$ cat config.mk
export PLATFORM = sky130hd
export DESIGN_NAME = seq_pattern_tx
export DESIGN_NICKNAME = d
export VERILOG_FILES = /design/src/rtl/seq_pattern_tx_pkg.sv /design/src/rtl/seq_pattern_tx_rom.sv /design/src/rtl/seq_pattern_tx.sv
export SDC_FILE = /design/constraint.sdc
export NUM_CORES = 1
export LEC_CHECK = 0
export CAP_MARGIN = 20
export CORE_MARGIN = 5
export CORE_UTILIZATION = 35
export CTS_BUF_LIST = sky130_fd_sc_hd__clkbuf_16
export DETAILED_ROUTE_END_ITERATION = 7
export SLEW_MARGIN = 10
export SYNTH_ARGS = -nofsm -noshare
export SYNTH_HDL_FRONTEND = slang
export SYNTH_SLANG_ARGS = --single-unit
$ cat constraint.sdc
create_clock -name clk -period 1.8 [get_ports clk]
set_clock_uncertainty 0.05 [all_clocks]
set_input_delay 0.18 -clock clk [delete_from_list [all_inputs] [get_ports clk]]
set_output_delay 0.18 -clock clk [all_outputs]
set_load 0.005 [all_outputs]
$ cat src/rtl/seq_pattern_tx_pkg.sv
// ----------------------------------------------------------------------------
// seq_pkg
// Shared definitions for the 5-bit sequence link: pattern constants, the
// select codes used by both transmitter and detector, the transmitter state
// encoding and a parity helper.
// No ports (package).
// ----------------------------------------------------------------------------
package seq_pkg;

    localparam int PAT_LEN = 5;

    // Select codes shared with the detector
    localparam logic [1:0] SEL_00 = 2'b00;
    localparam logic [1:0] SEL_01 = 2'b01;
    localparam logic [1:0] SEL_10 = 2'b10;
    localparam logic [1:0] SEL_11 = 2'b11;

    // Patterns, transmitted MSB first
    localparam logic [PAT_LEN-1:0] PAT_00 = 5'b10111;
    localparam logic [PAT_LEN-1:0] PAT_01 = 5'b01010;
    localparam logic [PAT_LEN-1:0] PAT_10 = 5'b10101;
    localparam logic [PAT_LEN-1:0] PAT_11 = 5'b10100;

    typedef enum logic [2:0] {
        IDLE = 3'd0,
        SEND = 3'd1,
        PAR  = 3'd2,
        GAP  = 3'd3,
        FIN  = 3'd4
    } seq_state_t;

    // Even-parity bit of a pattern (XOR of all bits)
    function automatic logic pat_parity(input logic [PAT_LEN-1:0] pat);
        return ^pat;
    endfunction

endpackage

$ cat src/rtl/seq_pattern_tx_rom.sv
// ----------------------------------------------------------------------------
// seq_pattern_rom
// Combinational lookup from the 2-bit select code to the 5-bit pattern.
// Also used by the detector's reference model.
// Ports:
//   i_sel     [1:0]  pattern select code
//   o_pattern [4:0]  selected pattern, MSB transmitted first
// ----------------------------------------------------------------------------
module seq_pattern_rom
    import seq_pkg::*;
(
    input  logic [1:0]         i_sel,
    output logic [PAT_LEN-1:0] o_pattern
);

    always_comb begin
        o_pattern = PAT_00;
        case (i_sel)
            SEL_00:  o_pattern = PAT_00;
            SEL_01:  o_pattern = PAT_01;
            SEL_10:  o_pattern = PAT_10;
            SEL_11:  o_pattern = PAT_11;
            default: o_pattern = PAT_00;
        endcase
    end

endmodule

$ cat src/rtl/seq_pattern_tx.sv
// ----------------------------------------------------------------------------
// seq_pattern_tx
// Serial pattern transmitter for the 5-bit sequence-detector link. On a start
// request it sends the selected pattern MSB-first, one bit per clock, for
// repeat_count repetitions separated by GAP_CYCLES idle bit-times.
// All outputs are registered: the FSM decodes its outputs combinationally from
// the current state and they are captured on the next rising edge, so the
// first bit appears one edge after start is sampled.
//
// Optional build macro: SEQ_PATTERN_TX_PARITY_EN -- appends one even-parity
// bit after every pattern (6 bit-times per frame).
//
// Parameters:
//   REP_W       width of repeat_count
//   GAP_CYCLES  idle bit-times between repetitions (0..15)
// Ports:
//   clk           system clock, rising edge
//   reset         synchronous, active-high
//   start         request pulse, honoured only when idle
//   lookfor_seq   pattern select (latched at start)
//   repeat_count  number of repetitions (latched at start)
//   serial_out    transmitted bit, 0 when out_valid=0
//   out_valid     serial_out carries a pattern/parity bit
//   busy          transfer in progress
//   done          one-cycle pulse at end of transfer
//   sent_count    completed patterns since reset, saturating
// ----------------------------------------------------------------------------
module seq_pattern_tx
    import seq_pkg::*;
#(
    parameter int REP_W      = 8,
    parameter int GAP_CYCLES = 2
) (
    input  logic             clk,
    input  logic             reset,
    input  logic             start,
    input  logic [1:0]       lookfor_seq,
    input  logic [REP_W-1:0] repeat_count,
    output logic             serial_out,
    output logic             out_valid,
    output logic             busy,
    output logic             done,
    output logic [15:0]      sent_count
);

    localparam logic [3:0] GAP_LAST = (GAP_CYCLES > 0) ? 4'(GAP_CYCLES - 1) : 4'd0;

    seq_state_t         r_state;
    logic [2:0]         r_idx;
    logic [PAT_LEN-1:0] r_pat;
    logic [REP_W-1:0]   r_remain;
    logic [3:0]         r_gap_cnt;
    logic               r_serial_out;
    logic               r_out_valid;
    logic               r_busy;
    logic               r_done;
    logic [15:0]        r_sent_count;

    seq_state_t         w_state_nxt;
    logic [2:0]         w_idx_nxt;
    logic [PAT_LEN-1:0] w_pat_nxt;
    logic [REP_W-1:0]   w_remain_nxt;
    logic [3:0]         w_gap_nxt;
    logic [15:0]        w_sent_nxt;
    logic               w_serial;
    logic               w_valid;
    logic               w_busy;
    logic               w_done;
    logic               w_end_pat;
    logic [PAT_LEN-1:0] w_rom_pat;

    seq_pattern_rom u_rom (
        .i_sel     (lookfor_seq),
        .o_pattern (w_rom_pat)
    );

    always_ff @(posedge clk) begin
        if (reset) begin
            r_state      <= IDLE;
            r_idx        <= '0;
            r_pat        <= '0;
            r_remain     <= '0;
            r_gap_cnt    <= '0;
            r_serial_out <= 1'b0;
            r_out_valid  <= 1'b0;
            r_busy       <= 1'b0;
            r_done       <= 1'b0;
            r_sent_count <= '0;
        end else begin
            r_state      <= w_state_nxt;
            r_idx        <= w_idx_nxt;
            r_pat        <= w_pat_nxt;
            r_remain     <= w_remain_nxt;
            r_gap_cnt    <= w_gap_nxt;
            r_serial_out <= w_serial;
            r_out_valid  <= w_valid;
            r_busy       <= w_busy;
            r_done       <= w_done;
            r_sent_count <= w_sent_nxt;
        end
    end

    always_comb begin
        w_state_nxt  = r_state;
        w_idx_nxt    = r_idx;
        w_pat_nxt    = r_pat;
        w_remain_nxt = r_remain;
        w_gap_nxt    = r_gap_cnt;
        w_sent_nxt   = r_sent_count;
        w_serial     = 1'b0;
        w_valid      = 1'b0;
        w_busy       = (r_state != IDLE);
        w_done       = 1'b0;
        w_end_pat    = 1'b0;

        case (r_state)
            IDLE: begin
                // r_busy still shows the done cycle of the previous transfer;
                // start is refused until the visible busy has dropped.
                if (start && !r_busy) begin
                    if (repeat_count != '0) begin
                        w_state_nxt  = SEND;
                        w_idx_nxt    = 3'd4;
                        w_pat_nxt    = w_rom_pat;
                        w_remain_nxt = repeat_count;
                    end else begin
                        w_state_nxt  = FIN;
                    end
                end
            end
            SEND: begin
                w_serial = r_pat[r_idx];
                w_valid  = 1'b1;
                if (r_idx == 3'd0) begin
`ifdef SEQ_PATTERN_TX_PARITY_EN
                    w_state_nxt = PAR;
`else
                    w_end_pat   = 1'b1;
`endif
                end else begin
                    w_idx_nxt = r_idx - 3'd1;
                end
            end
`ifdef SEQ_PATTERN_TX_PARITY_EN
            PAR: begin
                w_serial  = pat_parity(r_pat);
                w_valid   = 1'b1;
                w_end_pat = 1'b1;
            end
`endif
            GAP: begin
                if (r_gap_cnt == 4'd0) begin
                    w_state_nxt = SEND;
                    w_idx_nxt   = 3'd4;
                end else begin
                    w_gap_nxt   = r_gap_cnt - 4'd1;
                end
            end
            FIN: begin
                w_done      = 1'b1;
                w_state_nxt = IDLE;
            end
            default: begin
                w_state_nxt = IDLE;
            end
        endcase

        // End-of-pattern decision, shared by the SEND and PAR exits
        if (w_end_pat) begin
            if (r_sent_count != 16'hFFFF) begin
                w_sent_nxt = r_sent_count + 16'd1;
            end
            if (r_remain <= REP_W'(1)) begin
                w_remain_nxt = '0;
                w_state_nxt  = FIN;
            end else begin
                w_remain_nxt = r_remain - REP_W'(1);
                if (GAP_CYCLES == 0) begin
                    w_state_nxt = SEND;
                    w_idx_nxt   = 3'd4;
                end else begin
                    w_state_nxt = GAP;
                    w_gap_nxt   = GAP_LAST;
                end
            end
        end
    end

    assign serial_out = r_serial_out;
    assign out_valid  = r_out_valid;
    assign busy       = r_busy;
    assign done       = r_done;
    assign sent_count = r_sent_count;

endmodule

; Word-level counts from Yosys, hierarchy flattened
; Index checks and enable logic that the tools add are counted.
; Widths: inputs -> output; s select.
[word_totals]
reg_bits = 43
inputBits = 13
output_inout_bits = 20
[op_classes]
addsub = 4
order_cmp = 2
eq_ne = 14
mux = 27
bitwise_logic = 1
n_reduce_logical = 18
[op_table]
columns = cell, n
row1 = $mux 8, 5
row2 = $mux 3, 9
row3 = $pmux 5 s4, 1
row4 = $pmux 3 s3, 2
row5 = $add 16x1->16 const B, 1
row6 = $mux 4, 4
row7 = $ne 16x16->1 const B, 1
row8 = $ne 2x2->1 const B, 5
row9 = $reduce_and 3->1, 3
row10 = $le 8x1->1 const B, 1
row11 = $reduce_bool 8->1, 1
row12 = $sub 8x1->8 const B, 1
row13 = $logic_not 3->1, 2
row14 = $ne 3x3->1 const B, 2
row15 = $reduce_bool 2->1, 3
row16 = $reduce_bool 3->1, 2
row17 = $mux 1, 5
row18 = $reduce_and 5->1, 1
row19 = $eq 2x2->1 const B, 2
row20 = $logic_not 4->1, 1
row21 = $lt 3x4->1 const B, 1
row22 = $sub 4x1->4 const B, 1
row23 = $bmux 1 s3, 1
row24 = $eq 3x1->1 const B, 1
row25 = 10 further kinds, 10

; Longest topological paths before layout
; Gate-level depths: netlist of the first run.
[logic_depth]
word_depth = 5
ltp_mapped = 8
depth_no_buf = 6

; Modules after synthesis
; A second synthesis of the first run with hierarchy kept.
[unflattened]
cells_unflattened = 262
hier_area_um2 = 2289.7
[by_module_without_submodules]
columns = module, instances, cells_each, area_each_um2, seq_area_each_um2
row1 = seq_pattern_tx, 1, 257, 2262.2, 860.8
row2 = seq_pattern_rom, 1, 5, 27.5, 0.0

; Worst setup path before layout of the first run
; No wires, ideal clock.
[synth_timing]
kind = register to register
startpoint = reg r_idx[1]
endpoint = reg r_sent_count[14] (netlist: sent_count[14])
setup_time_ns = 0.121
arrival_time_ns = 1.641
required_ns = 1.629
path_slack_ns = -0.012
stages_incl_launch_ff = 8
n_path_buf = 1
period_less_slack_ns = 1.812
path_cell_list = dfxtp_1 > inv_1 > ha_1 > nor2b_2 > nand2_1 > buf_2 > nor4_2 > mux2_2
[synth_between]
elab_chain_len = 4
[synth_lines]
columns = item, line_no
row1 = start: declaration, seq_pattern_tx.sv:49  ; logic [2:0] r_idx;
row2 = start signal: assignment, seq_pattern_tx.sv:91  ; r_idx <= w_idx_nxt;
row3 = $logic_not 3->1, seq_pattern_tx.sv:134  ; if (r_idx == 3'd0) begin
row4 = $mux 1, seq_pattern_tx.sv:134
row5 = $mux 1, seq_pattern_tx.sv:116  ; case (r_state)
row6 = $reduce_and 2->1 (no line), n/a
row7 = end signal: assignment, seq_pattern_tx.sv:99  ; r_sent_count <= w_sent_nxt;
row8 = end: declaration, seq_pattern_tx.sv:57  ; logic [15:0] r_sent_count;
; Every way passes these cells.
; A chain may end at the register's enable or synchronous reset.

; Worst setup path after layout of the first run
[layout_timing]
startpoint = reg r_idx[1]
endpoint = reg r_sent_count[10] (netlist: sent_count[10])
; Same word-level chain as after synthesis.

==> results of run 1 <==
power groups by stage:
stage / Combinational (W) / Clock (W) / Sequential, W
2_1_floorplan: 0.00119 / 0 / 0.00129
3_3_place_gp: 0.00201 / 0 / 0.00128
3_5_place_dp: 0.00202 / 0 / 0.00128
4_1_cts: 0.00205 / 0.00104 / 0.00126
5_1_grt: 0.00247 / 0.00107 / 0.00131
6_report: 0.00223 / 0.00101 / 0.00129
layout make-up:
cell class	count	area [um2]	area share
Tap cell	77	96.3	0.0282
Timing Repair Buffer	83	759	0.223
Sequential cell	42	847	0.248
Multi-Input combinational cell	200	1510	0.441
Inverter	10	37.5	0.0110
Clock buffer	5	125	0.0367
Clock inverter	3	40.0	0.0117
kinds of logic after synthesis:
group | count (synthesis) | synth area share
muxes | 19 | 0.0860
AOI/OAI and AO/OA | 59 | 0.184
buffers and inverters | 23 | 0.0416
xor gates and xnor gates | 3 | 0.0112
DFF | 42 | 0.359
and+or+nand+nor | 113 | 0.287
adders and majority gates | 6 | 0.0320
metal layers:
metal / share of wire / track usage / vias to the layer above
li1: - / - / 1148
met1: 0.50 / 0.192 / 1055
met2: 0.46 / 0.219 / 34
met3: 0.029 / 0.0270 / 2
met4: 0.0082 / 0.0371 / 0
met5: 0 / 0 / -
flip-flops by register name, indices dropped and copies added, names as in the netlist, 3 cells and up:
| signal | flops |
|---|---|
| r_gap_cnt | 4 |
| r_idx | 3 |
| r_pat | 4 |
| r_remain | 8 |
| r_state | 3 |
| sent_count | 16 |
final timing paths:
kind,end,slack [ns]
setup reg to reg,sent_count[10],0.06
hold / removal,r_pat[3],0.43
setup / recovery,sent_count[10],0.06
hold reg to reg,r_pat[3],0.43
per-stage QoR:
step / total power, W / setup TNS, ns
floorplan: 0.00248 / 0
global placement: 0.00329 / -0.00391
finish: 0.00452 / 0
detailed placement: 0.00330 / -0.0926
global route: 0.00486 / -0.0681
CTS: 0.00435 / 0
timing repair:
item | 4_1_cts | 5_1_grt
pin swaps | 1 | 8
buffers inserted | 0 | 2
endpoints found under the setup margin | 4 | 20
resized for setup | 3 | 30
cell usage in the layout, fill, tap and decap left out, types with 9 or more instances in the layout:
| master | count |
|---|---|
| nand2_1 | 17 |
| mux2i_1 | 9 |
| dfxtp_1 | 37 |
| nor2b_1 | 9 |
| buf_4 | 43 |
| clkdlybuf4s50_1 | 32 |
| nor3_1 | 9 |
| a21oi_1 | 16 |
| nor2_1 | 23 |
worst max-delay path: cells and delay by family, from the launching register on:
family	cells	cell delay, ns
and+or+nand+nor	3	0.55
buffers and inverters	2	0.23
muxes	1	0.37
adders and majority gates	1	0.12
DFF	1	0.32
==> flow_summary.toml, run 1 <==
[final_layout]
final_cell_count_no_fill = 420
nets = 361
syn2layout_area_growth_pct = 45.5
design_area_mm2 = 0.00341
fillers = 604
drive_gt1_frac = 0.300
fin_util = 0.531
antenna_cells = 0

[place]
dpl.cell_count = 410
placed_area_mm2 = 0.00311
portBuffers = 32
gp_congestion = 0.840
dpl.hpwl_um = 4280
place_ws_ns = -0.0369

[yosys]
yosysSeqAreaShare = 0.359
yosys.area.top_type = "dfxtp_1"
synth.most_common_cell = "dfxtp_1"
synth_edf_count = 0
synth_common_cells = "dfxtp_1 (42), nor2_1 (23), nand2_1 (18), a21oi_1 (16)"
synth_nets = 284
synthFlopType = "dfxtp_1"
yosys.cell_types.count = 54
async_reset_ff_frac = 0
synth.ff_latch_count = 42
ys.warnings.count = 0
synth_top_area_frac = 0.359
synth.avg_cell_area_um2 = 8.84
synth_cells = 265
synth_area_mm2 = 0.00234
synthTopCellsByArea = "dfxtp_1 (36%), mux2_2 (4.3%), mux2i_1 (4.3%)"

[route]
dr.pass1.iters = 4
routed_wl_um = 5710
vias_per_cell = 5.33
drcViolationCount = 0
ant_nets = 0
drtIter0Drc = 62
wl_per_cell_um = 13.6
vias = 2239

[timing]
setup_viol = 0
layout_min_cycle_time_ns = 1.74
maxSlewHeadroom = 0.731
worst_pin_slew_ns = 0.393
rsz0062_at_grt = "yes"
fin_crit_sh = 0.968
hold_violations = 0
fin_hold_ws_ns = 0.427
fmax_mhz = 574
postLayoutSetupSlackWorst_ns = 0.0575
drv_slew = 0

[setup_path]
crit_fanout = 11
arrival_ns = 1.86
startpoint_type = "flop"
timing.rr.start = "r_idx[1]"
crit_slowest_cell = "mux2_2"
reg2reg_depth = 7
cpPeakStageDelay_ns = 0.37
required_ns = 1.92
critPathCaptureType = "flop"
critical_path_class = "flop to flop"
crit_start = "r_idx[1]"
cp_cell_sequence = "inv_2 -> ha_4 -> nor2b_4 -> nand2_1 -> buf_12 -> nor4_1 -> mux2_2"

[grt]
grt_max_degree = 26
grt_pass1_wl_um = 9720
antenna_found_initial = 0
grt_pass1_vias = 2066
grt-ovfl-total = 0
grt_usage = 0.138

[floorplanning]
io_pins = 33
core.rowCount = 29
die_x_um = 91.8
core_area_mm2 = 0.00642
initial_core_util = 0.365
fp.dieArea_mm2 = 0.00843
die_y_um = 91.8

[worst_hold_path]
hp-class = "flop to flop"
min_from = "r_pat[3]"
whs_path_depth = 2

[run_status]
run_status = "complete, no violations"

[clock_network]
clock-sinks = 42
h-tree-depth = 2
clock_latency_ns = 0.28
tritoncts = "yes"
numCtsBuffers = 5
clock-root-buffer = "clkbuf_16"
hold_buffers = 0
path_clk_slew_ns = 0.06
clockBufferDepth = 2

[pwr]
p_comb_frac = 0.493
power_frac_seq = 0.284
leakage_nw = 1.30
switching_power_w = 0.00157
ir_worst_vdd_uv = 738
clockPowerShare = 0.223
swShare = 0.348
power.internal_w = 0.00295
p_per_area_mw_per_mm2 = 1330

[flow_run]
drv_cap = 0
Note: power is estimated with default switching activity, not from simulation.
==> inputs of run 2 (changes only) <==
Settings changed: SLEW_MARGIN 10 to default.
==> results of run 2 <==
The final DEF is identical to that of run 1; final timing and power are the same.
